--- config.mk ---
export PLATFORM = sky130hd
export DESIGN_NAME = i2c_target_responder
export DESIGN_NICKNAME = d
export VERILOG_FILES = /design/src/rtl/i2c_target_responder.sv
export SDC_FILE = /design/constraint.sdc
export NUM_CORES = 1
export LEC_CHECK = 0
export BUFFER_PORTS_ARGS = -buffer_cell sky130_fd_sc_hd__buf_2
export CORE_MARGIN = 5
export CORE_UTILIZATION = 30
export CTS_CLUSTER_SIZE = 20
export DETAILED_ROUTE_END_ITERATION = 10
export PLACE_DENSITY = 0.56
export SYNTH_ARGS = -nofsm -noshare
export SYNTH_HDL_FRONTEND = slang
export SYNTH_SLANG_ARGS = --single-unit
--- constraint.sdc ---
create_clock -name clk -period 2.45 [get_ports clk]
set_input_delay 0.1225 -clock clk [delete_from_list [all_inputs] [get_ports clk]]
set_output_delay 0.1225 -clock clk [all_outputs]
set_load 0.01 [all_outputs]
--- src/rtl/i2c_target_responder.sv ---
// I2C target: oversampled SCL/SDA decode, 7-bit address match, command-byte
// capture on writes, 16-bit snapshot readout (low byte first) on reads.
module i2c_target_responder #(
  parameter logic [6:0] DEV_ADDR  = 7'h5A,
  parameter logic [7:0] IDLE_BYTE = 8'hFF
) (
  input  logic        clk,
  input  logic        rst_n,
  input  logic        scl_in,
  input  logic        sda_in,
  output logic        sda_oe,
  input  logic [15:0] rd_data,
  output logic        rd_snap,
  output logic [7:0]  cmd,
  output logic        cmd_valid,
  output logic        busy
);

  localparam logic [2:0] S_IDLE      = 3'd0;
  localparam logic [2:0] S_ADDR      = 3'd1;
  localparam logic [2:0] S_ADDR_ACK  = 3'd2;
  localparam logic [2:0] S_CMD       = 3'd3;
  localparam logic [2:0] S_CMD_ACK   = 3'd4;
  localparam logic [2:0] S_TX        = 3'd5;
  localparam logic [2:0] S_TX_ACK    = 3'd6;
  localparam logic [2:0] S_WAIT_STOP = 3'd7;

  logic scl_s1, scl_s2, scl_d;
  logic sda_s1, sda_s2, sda_d;

  // Synchronizers preset high so reset looks like an idle bus.
  always_ff @(posedge clk or negedge rst_n) begin
    if (!rst_n) begin
      scl_s1 <= 1'b1; scl_s2 <= 1'b1; scl_d <= 1'b1;
      sda_s1 <= 1'b1; sda_s2 <= 1'b1; sda_d <= 1'b1;
    end else begin
      scl_s1 <= scl_in; scl_s2 <= scl_s1; scl_d <= scl_s2;
      sda_s1 <= sda_in; sda_s2 <= sda_s1; sda_d <= sda_s2;
    end
  end

  logic scl_rise, scl_fall, start_det, stop_det;
  assign scl_rise  = scl_s2 & ~scl_d;
  assign scl_fall  = ~scl_s2 & scl_d;
  assign start_det = scl_s2 & sda_d & ~sda_s2;
  assign stop_det  = scl_s2 & ~sda_d & sda_s2;

  logic [2:0]  state;
  logic [2:0]  bit_cnt;
  logic [7:0]  shift;
  logic [7:0]  tx_shift;
  logic [15:0] snap;
  logic [1:0]  byte_idx;
  logic        rw;
  logic        ack_on;
  logic [7:0]  rx_byte;
  logic [7:0]  next_byte;

  assign rx_byte   = {shift[6:0], sda_s2};
  assign next_byte = (byte_idx == 2'd0) ? snap[15:8] : IDLE_BYTE;

  always_ff @(posedge clk or negedge rst_n) begin
    if (!rst_n) begin
      state     <= S_IDLE;
      bit_cnt   <= 3'd0;
      shift     <= 8'h00;
      tx_shift  <= 8'h00;
      snap      <= 16'h0000;
      byte_idx  <= 2'd0;
      rw        <= 1'b0;
      ack_on    <= 1'b0;
      sda_oe    <= 1'b0;
      rd_snap   <= 1'b0;
      cmd       <= 8'h00;
      cmd_valid <= 1'b0;
      busy      <= 1'b0;
    end else begin
      cmd_valid <= 1'b0;
      rd_snap   <= 1'b0;
      if (stop_det) begin
        state  <= S_IDLE;
        busy   <= 1'b0;
        sda_oe <= 1'b0;
        ack_on <= 1'b0;
      end else if (start_det) begin
        state   <= S_ADDR;
        busy    <= 1'b0;
        sda_oe  <= 1'b0;
        ack_on  <= 1'b0;
        bit_cnt <= 3'd0;
      end else begin
        case (state)
          S_ADDR: if (scl_rise) begin
            shift   <= rx_byte;
            bit_cnt <= bit_cnt + 3'd1;
            if (bit_cnt == 3'd7) begin
              if (rx_byte[7:1] == DEV_ADDR) begin
                state <= S_ADDR_ACK;
                busy  <= 1'b1;
                rw    <= rx_byte[0];
              end else begin
                state <= S_WAIT_STOP;
              end
            end
          end
          // First fall drives ACK, second fall releases it (or starts TX).
          S_ADDR_ACK: if (scl_fall) begin
            if (!ack_on) begin
              ack_on <= 1'b1;
              sda_oe <= 1'b1;
              if (rw) begin
                snap    <= rd_data;
                rd_snap <= 1'b1;
              end
            end else begin
              ack_on  <= 1'b0;
              bit_cnt <= 3'd0;
              if (rw) begin
                state    <= S_TX;
                byte_idx <= 2'd0;
                tx_shift <= snap[7:0];
                sda_oe   <= ~snap[7];
              end else begin
                state  <= S_CMD;
                sda_oe <= 1'b0;
              end
            end
          end
          S_CMD: if (scl_rise) begin
            shift   <= rx_byte;
            bit_cnt <= bit_cnt + 3'd1;
            if (bit_cnt == 3'd7) begin
              state     <= S_CMD_ACK;
              cmd       <= rx_byte;
              cmd_valid <= 1'b1;
            end
          end
          S_CMD_ACK: if (scl_fall) begin
            if (!ack_on) begin
              ack_on <= 1'b1;
              sda_oe <= 1'b1;
            end else begin
              ack_on  <= 1'b0;
              sda_oe  <= 1'b0;
              bit_cnt <= 3'd0;
              state   <= S_CMD;
            end
          end
          S_TX: if (scl_fall) begin
            if (bit_cnt == 3'd7) begin
              sda_oe  <= 1'b0;
              bit_cnt <= 3'd0;
              state   <= S_TX_ACK;
            end else begin
              bit_cnt  <= bit_cnt + 3'd1;
              tx_shift <= {tx_shift[6:0], 1'b0};
              sda_oe   <= ~tx_shift[6];
            end
          end
          // Master ACK is seen on the rise; the next byte starts on the fall.
          S_TX_ACK: begin
            if (scl_rise) begin
              if (sda_s2) state <= S_WAIT_STOP;
              else        ack_on <= 1'b1;
            end else if (scl_fall && ack_on) begin
              ack_on   <= 1'b0;
              bit_cnt  <= 3'd0;
              tx_shift <= next_byte;
              sda_oe   <= ~next_byte[7];
              state    <= S_TX;
              if (byte_idx != 2'd2) byte_idx <= byte_idx + 2'd1;
            end
          end
          default: sda_oe <= 1'b0;
        endcase
      end
    end
  end

endmodule
-- Word level (Yosys, flattened, before mapping)
Cells that the tools add are included.
- register bits after elaboration: 58
- output and inout bits: 12
- logic and storage cells: 179
- add/sub/neg operators: 2
- equality and inequality tests: 40
- mux-type cells: 78
- bitwise logic cells: 16
- reductions and logical operators: 24
- operator list (kind ; count):
    2-to-1 mux 3 bit ; 25
    2-to-1 mux 7 bit ; 7
    != test 4 bit, second input constant ; 12
    2-to-1 mux 1 bit ; 33
    one-hot mux 7 bit (3 select lines) ; 1
    != test 2 bit, second input constant ; 9
    one-hot mux 3 bit (6 select lines) ; 1
    AND reduction 6 bit ; 3
    != test 5 bit, second input constant ; 3
    nonzero test 3 bit ; 5
    AND reduction 13 bit ; 1
    equality test 3 bit, second input constant ; 4
    2-to-1 mux 2 bit ; 6
    != test 3 x 1 -> 1 bit, second input constant ; 4
    one-hot mux 3 bit (4 select lines) ; 1
    AND reduction 4 bit ; 3
    inverter 1 bit ; 10
    AND reduction 10 bit ; 1
    != test 3 bit, second input constant ; 3
    AND reduction 9 bit ; 1
    2-to-1 mux 8 bit ; 1
    AND reduction 8 bit ; 1
    nonzero test 8 bit ; 1
    equality test 7 bit, second input constant ; 1
    16 further kinds ; 23

-- Depth between registers and ports, before layout
- word-level depth: 8
- depth in mapped cells: 8
- depth with buffers taken out: 7

-- Worst setup path before layout
Ideal clock, no wire load.
- path type: reg-to-reg
- from: register scl_d
- to: register state[0]
- setup time: 125 ps
- data arrival time: 1836 ps
- setup slack: 489 ps
- cell stages (with the launch flop): 6
- buffers on the path: 1
- period minus slack after synthesis: 1961 ps
- cells stage by stage: dfstp_2 buf_2 nor2b_1 o22ai_1 a222oi_1 mux2_2
- word-level cells in the longest chain between the ends: 6
- elaborated cells between the ends (all ways): 16
- RTL lines (item ; RTL line ; RTL):
    from (decl) ; 28 ; logic scl_s1, scl_s2, scl_d;
    from (signal assigned) ; 37 ; scl_s1 <= scl_in; scl_s2 <= scl_s1; scl_d <= scl_s2;
    inverter 1 bit ; 43 ; assign scl_rise = scl_s2 & ~scl_d;
    bitwise AND 1 bit ; 43 ;
    2-to-1 mux 3 bit ; 162 ; if (scl_rise) begin
    one-hot mux 3 bit (6 select lines) ; 92 ; case (state)
    2-to-1 mux 3 bit ; 85 ; end else if (start_det) begin
    2-to-1 mux 3 bit ; 80 ; if (stop_det) begin
    to (signal assigned) ; 81 ; state <= S_IDLE;
    to (signal assigned) ; 86 ; state <= S_ADDR;
    to (signal assigned) ; 163 ; if (sda_s2) state <= S_WAIT_STOP;
    to (decl) ; 48 ; logic [2:0] state;
Parallel ways exist; a longest one is shown, timed or not.
A chain may end at the register's enable or synchronous reset.

-- Final worst setup path
- from: register bit_cnt[0]
- to: register state[0]
- word-level cells in the longest chain between the ends: 3
- elaborated cells between the ends (all ways): 5
- RTL lines (item ; RTL line ; RTL):
    from (decl) ; 49 ; logic [2:0] bit_cnt;
    from (signal assigned) ; 95 ; bit_cnt <= bit_cnt + 3'd1;
    from (signal assigned) ; 131 ; bit_cnt <= bit_cnt + 3'd1;
    from (signal assigned) ; 155 ; bit_cnt <= bit_cnt + 3'd1;
    equality test 3 bit (*) ; 96, 132, 150 ;
    != test 4 bit (no line) ; n/a ;
    AND reduction 13 bit (no line) (*) ; n/a ;
    to (signal assigned) ; 98 ; state <= S_ADDR_ACK;
    to (signal assigned) ; 133 ; state <= S_CMD_ACK;
    to (signal assigned) ; 153 ; state <= S_TX_ACK;
Every way passes the cells marked *; elsewhere a longest branch is shown, timed or not.

==> qor.txt <==
Slowest stage delay, CP -> 0.60 ns
Final non-filler cell area -> 3410 µm²
Wire length per cell -> 13.1 µm
Layout Cells excl Fill -> 434
Area Overhead vs Synth -> 20.0%
Setup repair after global routing missed its margin -> false
Core ar. -> 9240 µm²
Arrival time worst endpoint -> 2.40 ns
Yosys warns -> 0
# diodes -> 0
P_leak -> 1.58 nW
Status -> finished clean
Pins Over Slew Limit -> 0
Die footprint -> 11500 µm²
Die Height -> 107 µm
Slowest-stage cell, CP -> a222oi_1
Row Count -> 35
WP data required -> 2.66 ns
HPWL Detailed -> 3980 µm
Power per Cell Area -> 972 nW/µm²
CP max FO -> 5
Final-report hold violation count -> 0
Net Sw Power -> 1.10 mW
Cell Int Power -> 2.22 mW
Vias/cell -> 4.72
Top FF cell, synth -> dfrtp_1
CTS tree -> yes
IO Pins -> 32
Largest family of logic cells by synthesized area -> multiplexers
Largest net degree at the start of global routing -> 59
Final setup vio count -> 0
CTS resizes -> 0
Clock transition at path regs -> 0.07 ns
Post-synth EDFFs -> 0
Grt ovf -> 0
Fmax -> 457 MHz
CTS buffer count -> 9
Clock latency on the worst-skew pair -> 0.33 ns
Hold Crit Class -> in -> reg
Layout Skew -> 0.00565 ns
Tcrit/Tclk final -> 89.3%
Mean Syn Cell Area -> 10.9 µm²
Worst Slack Setup Final -> 0.262 ns
Final net count -> 324
Sw frac -> 33.0%
Place WS -> 0.323 ns
Rel. slew slack -> 52.3%
First-pass GRT wire length -> 9870 µm
Post-synth net total -> 285
Initial DRC count -> 129
Initial antenna violation count -> 0
DR DRC count -> 0
Synth area leader -> dfrtp_1
Die W -> 107 µm
Htree depth -> 3
Placed Area -> 3160 µm²
Vias in the first global route -> 2017
Overall power -> 3.32 mW
Simple logic cell fraction of the synthesized area -> 12.7%
Via Count -> 2049
Synth top area cells -> dfrtp_1 (46%), mux2_2 (15%), dfstp_2 (5.5%)
Postcts setup bufs -> 0
Clock power share -> 29.2%
Mux contribution to synthesized area -> 16.1%
DRT Wirelength -> 5700 µm
Final RePlAce weighted congestion -> 0.799
Layout cells sized above 1 -> 34.8%
Total global-route track usage -> 10.8%
Hold_buf cts -> 4
Most used cell, CP -> ha_1
Library cells used by synthesis -> 47
Combinational power share -> 31.1%
Root Buffer -> clkbuf_8
Slew @ Worst Pin -> 0.716 ns
Clock buffer depth -> 2
# Max-Cap Violations -> 0
Syn Inst Count -> 261
Post-Route Setup TNS -> 0 ns
Crit path time final -> 2.19 ns
Reg power frac -> 39.8%
Post-synthesis adder-cell area fraction -> 1.76%
Worst setup path class -> reg -> reg
Drt pass-1 iters -> 4
Startpoint types -> flip-flop
Crit path cell chain -> ha_1, ha_1, nand2_1, a21oi_1, o22ai_1, a222oi_1, mux2_2
Compound-Gate Fraction of Synth Area -> 13.1%
CP Capture Type -> flip-flop
# clock sinks -> 58
PortBufs -> 31
Post-route ant nets -> 0
Yosys reg bits -> 58
Initial Util -> 30.8%
Synth top area share -> 45.7%
# placed instances -> 414
Post-Synth XOR/XNOR Area -> 0.572%
Sequential share of the synthesized area -> 51.3%
Synth async-reset ratio -> 100%
Maximum vdd drop -> 396 µV
Mapped Area -> 2850 µm²
metal layers:
metal / GRT usage [%] / up-vias / part of all wire [%]
met5: 0 / - / 0
met3: 1.86 / 10 / 3.3
li1: - / 1011 / -
met1: 15.1 / 987 / 48
met2: 15.4 / 41 / 46
met4: 6.85 / 0 / 2.5
synthesized netlist by cell type, types with 2 or more instances:
cell type	n
a21oi_1	26
a221oi_1	6
a22o_1	3
a31oi_1	3
and2b_1	2
buf_2	8
clkbuf_1	6
dfrtp_1	52
dfstp_2	6
ha_1	4
inv_1	14
mux2_2	39
mux2i_1	2
nand2_1	10
nand3_1	6
nand3b_1	3
nor2_1	20
nor2b_1	6
nor3_1	5
nor3b_1	2
o211ai_1	2
o21ai_0	8
o22ai_1	2
or3_1	3
flip-flops by register name, summed over array words and instances, names as in the netlist, 2 cells and up:
name and flops:
bit_cnt 3, byte_idx 2, cmd 8, shift 7, snap 16, state 3, tx_shift 7
worst paths after layout:
kind / from / end / slack (ns) / depth (start not counted)
setup / recovery: bit_cnt[0]$_DFFE_PN0P_ / state[0]$_DFFE_PN0P_ / 0.26 / 7
hold / removal: rd_data[11] / snap[11]$_DFFE_PN0P_ / 0.02 / 2
setup reg to reg: bit_cnt[0]$_DFFE_PN0P_ / state[0]$_DFFE_PN0P_ / 0.26 / 7
hold reg to reg: scl_s1$_DFF_PN1_ / scl_s2$_DFF_PN1_ / 0.36 / 0
max in group asynchronous: rst_n / tx_shift[2]$_DFFE_PN0P_ / 1.51 / 3
min in group asynchronous: rst_n / shift[2]$_DFFE_PN0P_ / 0.48 / 3
layout by cell type, fill, tap and decap left out, types with 4 or more instances in the layout:
| cell | synthesis | final |
|---|---|---|
| buf_4 | 1 | 9 |
| nor2b_1 | 6 | 6 |
| nand3_1 | 6 | 6 |
| nor2_1 | 20 | 20 |
| dlygate4sd3_1 | 0 | 4 |
| clkbuf_8 | 0 | 10 |
| mux2_2 | 39 | 39 |
| buf_2 | 8 | 31 |
| inv_1 | 14 | 14 |
| dfstp_2 | 6 | 6 |
| dfrtp_1 | 52 | 52 |
| nand2_1 | 10 | 10 |
| a21oi_1 | 26 | 26 |
| o21ai_0 | 8 | 8 |
| a221oi_1 | 6 | 6 |
| nor3_1 | 5 | 5 |
| ha_1 | 4 | 4 |
layout make-up:
| class | count | area, µm² |
|---|---|---|
| Clock buffer | 11 | 141 |
| Clock inverter | 5 | 77.6 |
| Fill cell | 922 | 5830 |
| Inverter | 14 | 52.6 |
| Multi-Input combinational cell | 173 | 1260 |
| Sequential cell | 58 | 1460 |
| Tap cell | 129 | 161 |
| Timing Repair Buffer | 44 | 263 |
kinds of logic (layout without fill, tap and decap cells):
group | after synthesis | in the layout
AOI/OAI and AO/OA | 59 | 59
adders and majority gates | 4 | 4
muxes | 41 | 41
and+or+nand+nor | 68 | 68
DFF | 58 | 58
buffers and inverters | 30 | 74
xor gates and xnor gates | 1 | 1
power by group through the flow:
stage / Clock, mW / Sequential [mW] / Combinational [mW]
global route: 1.05 / 1.35 / 1.17
finish: 0.969 / 1.32 / 1.03
detailed placement: 0 / 1.34 / 1.03
global placement: 0 / 1.33 / 1.01
floorplan: 0 / 1.24 / 0.855
CTS: 0.997 / 1.32 / 1.04
critical path, delay by kind of cell (launching register included):
family          cells  cell delay, ns
compound gates      3            0.81
mux                 1            0.41
fa+ha+maj           2            0.40
flops               1            0.37
simple gates        1            0.07
through the flow:
step	utilization [%]	hold WS, ns
4_1_cts	37.0	0.00187
3_5_place_dp	34.2	0.229
6_report	37.0	0.0184
2_1_floorplan	-	-0.173
3_3_place_gp	34.2	0.227
5_1_grt	37.0	0.00752
Note: power is estimated with default switching activity, not from simulation.
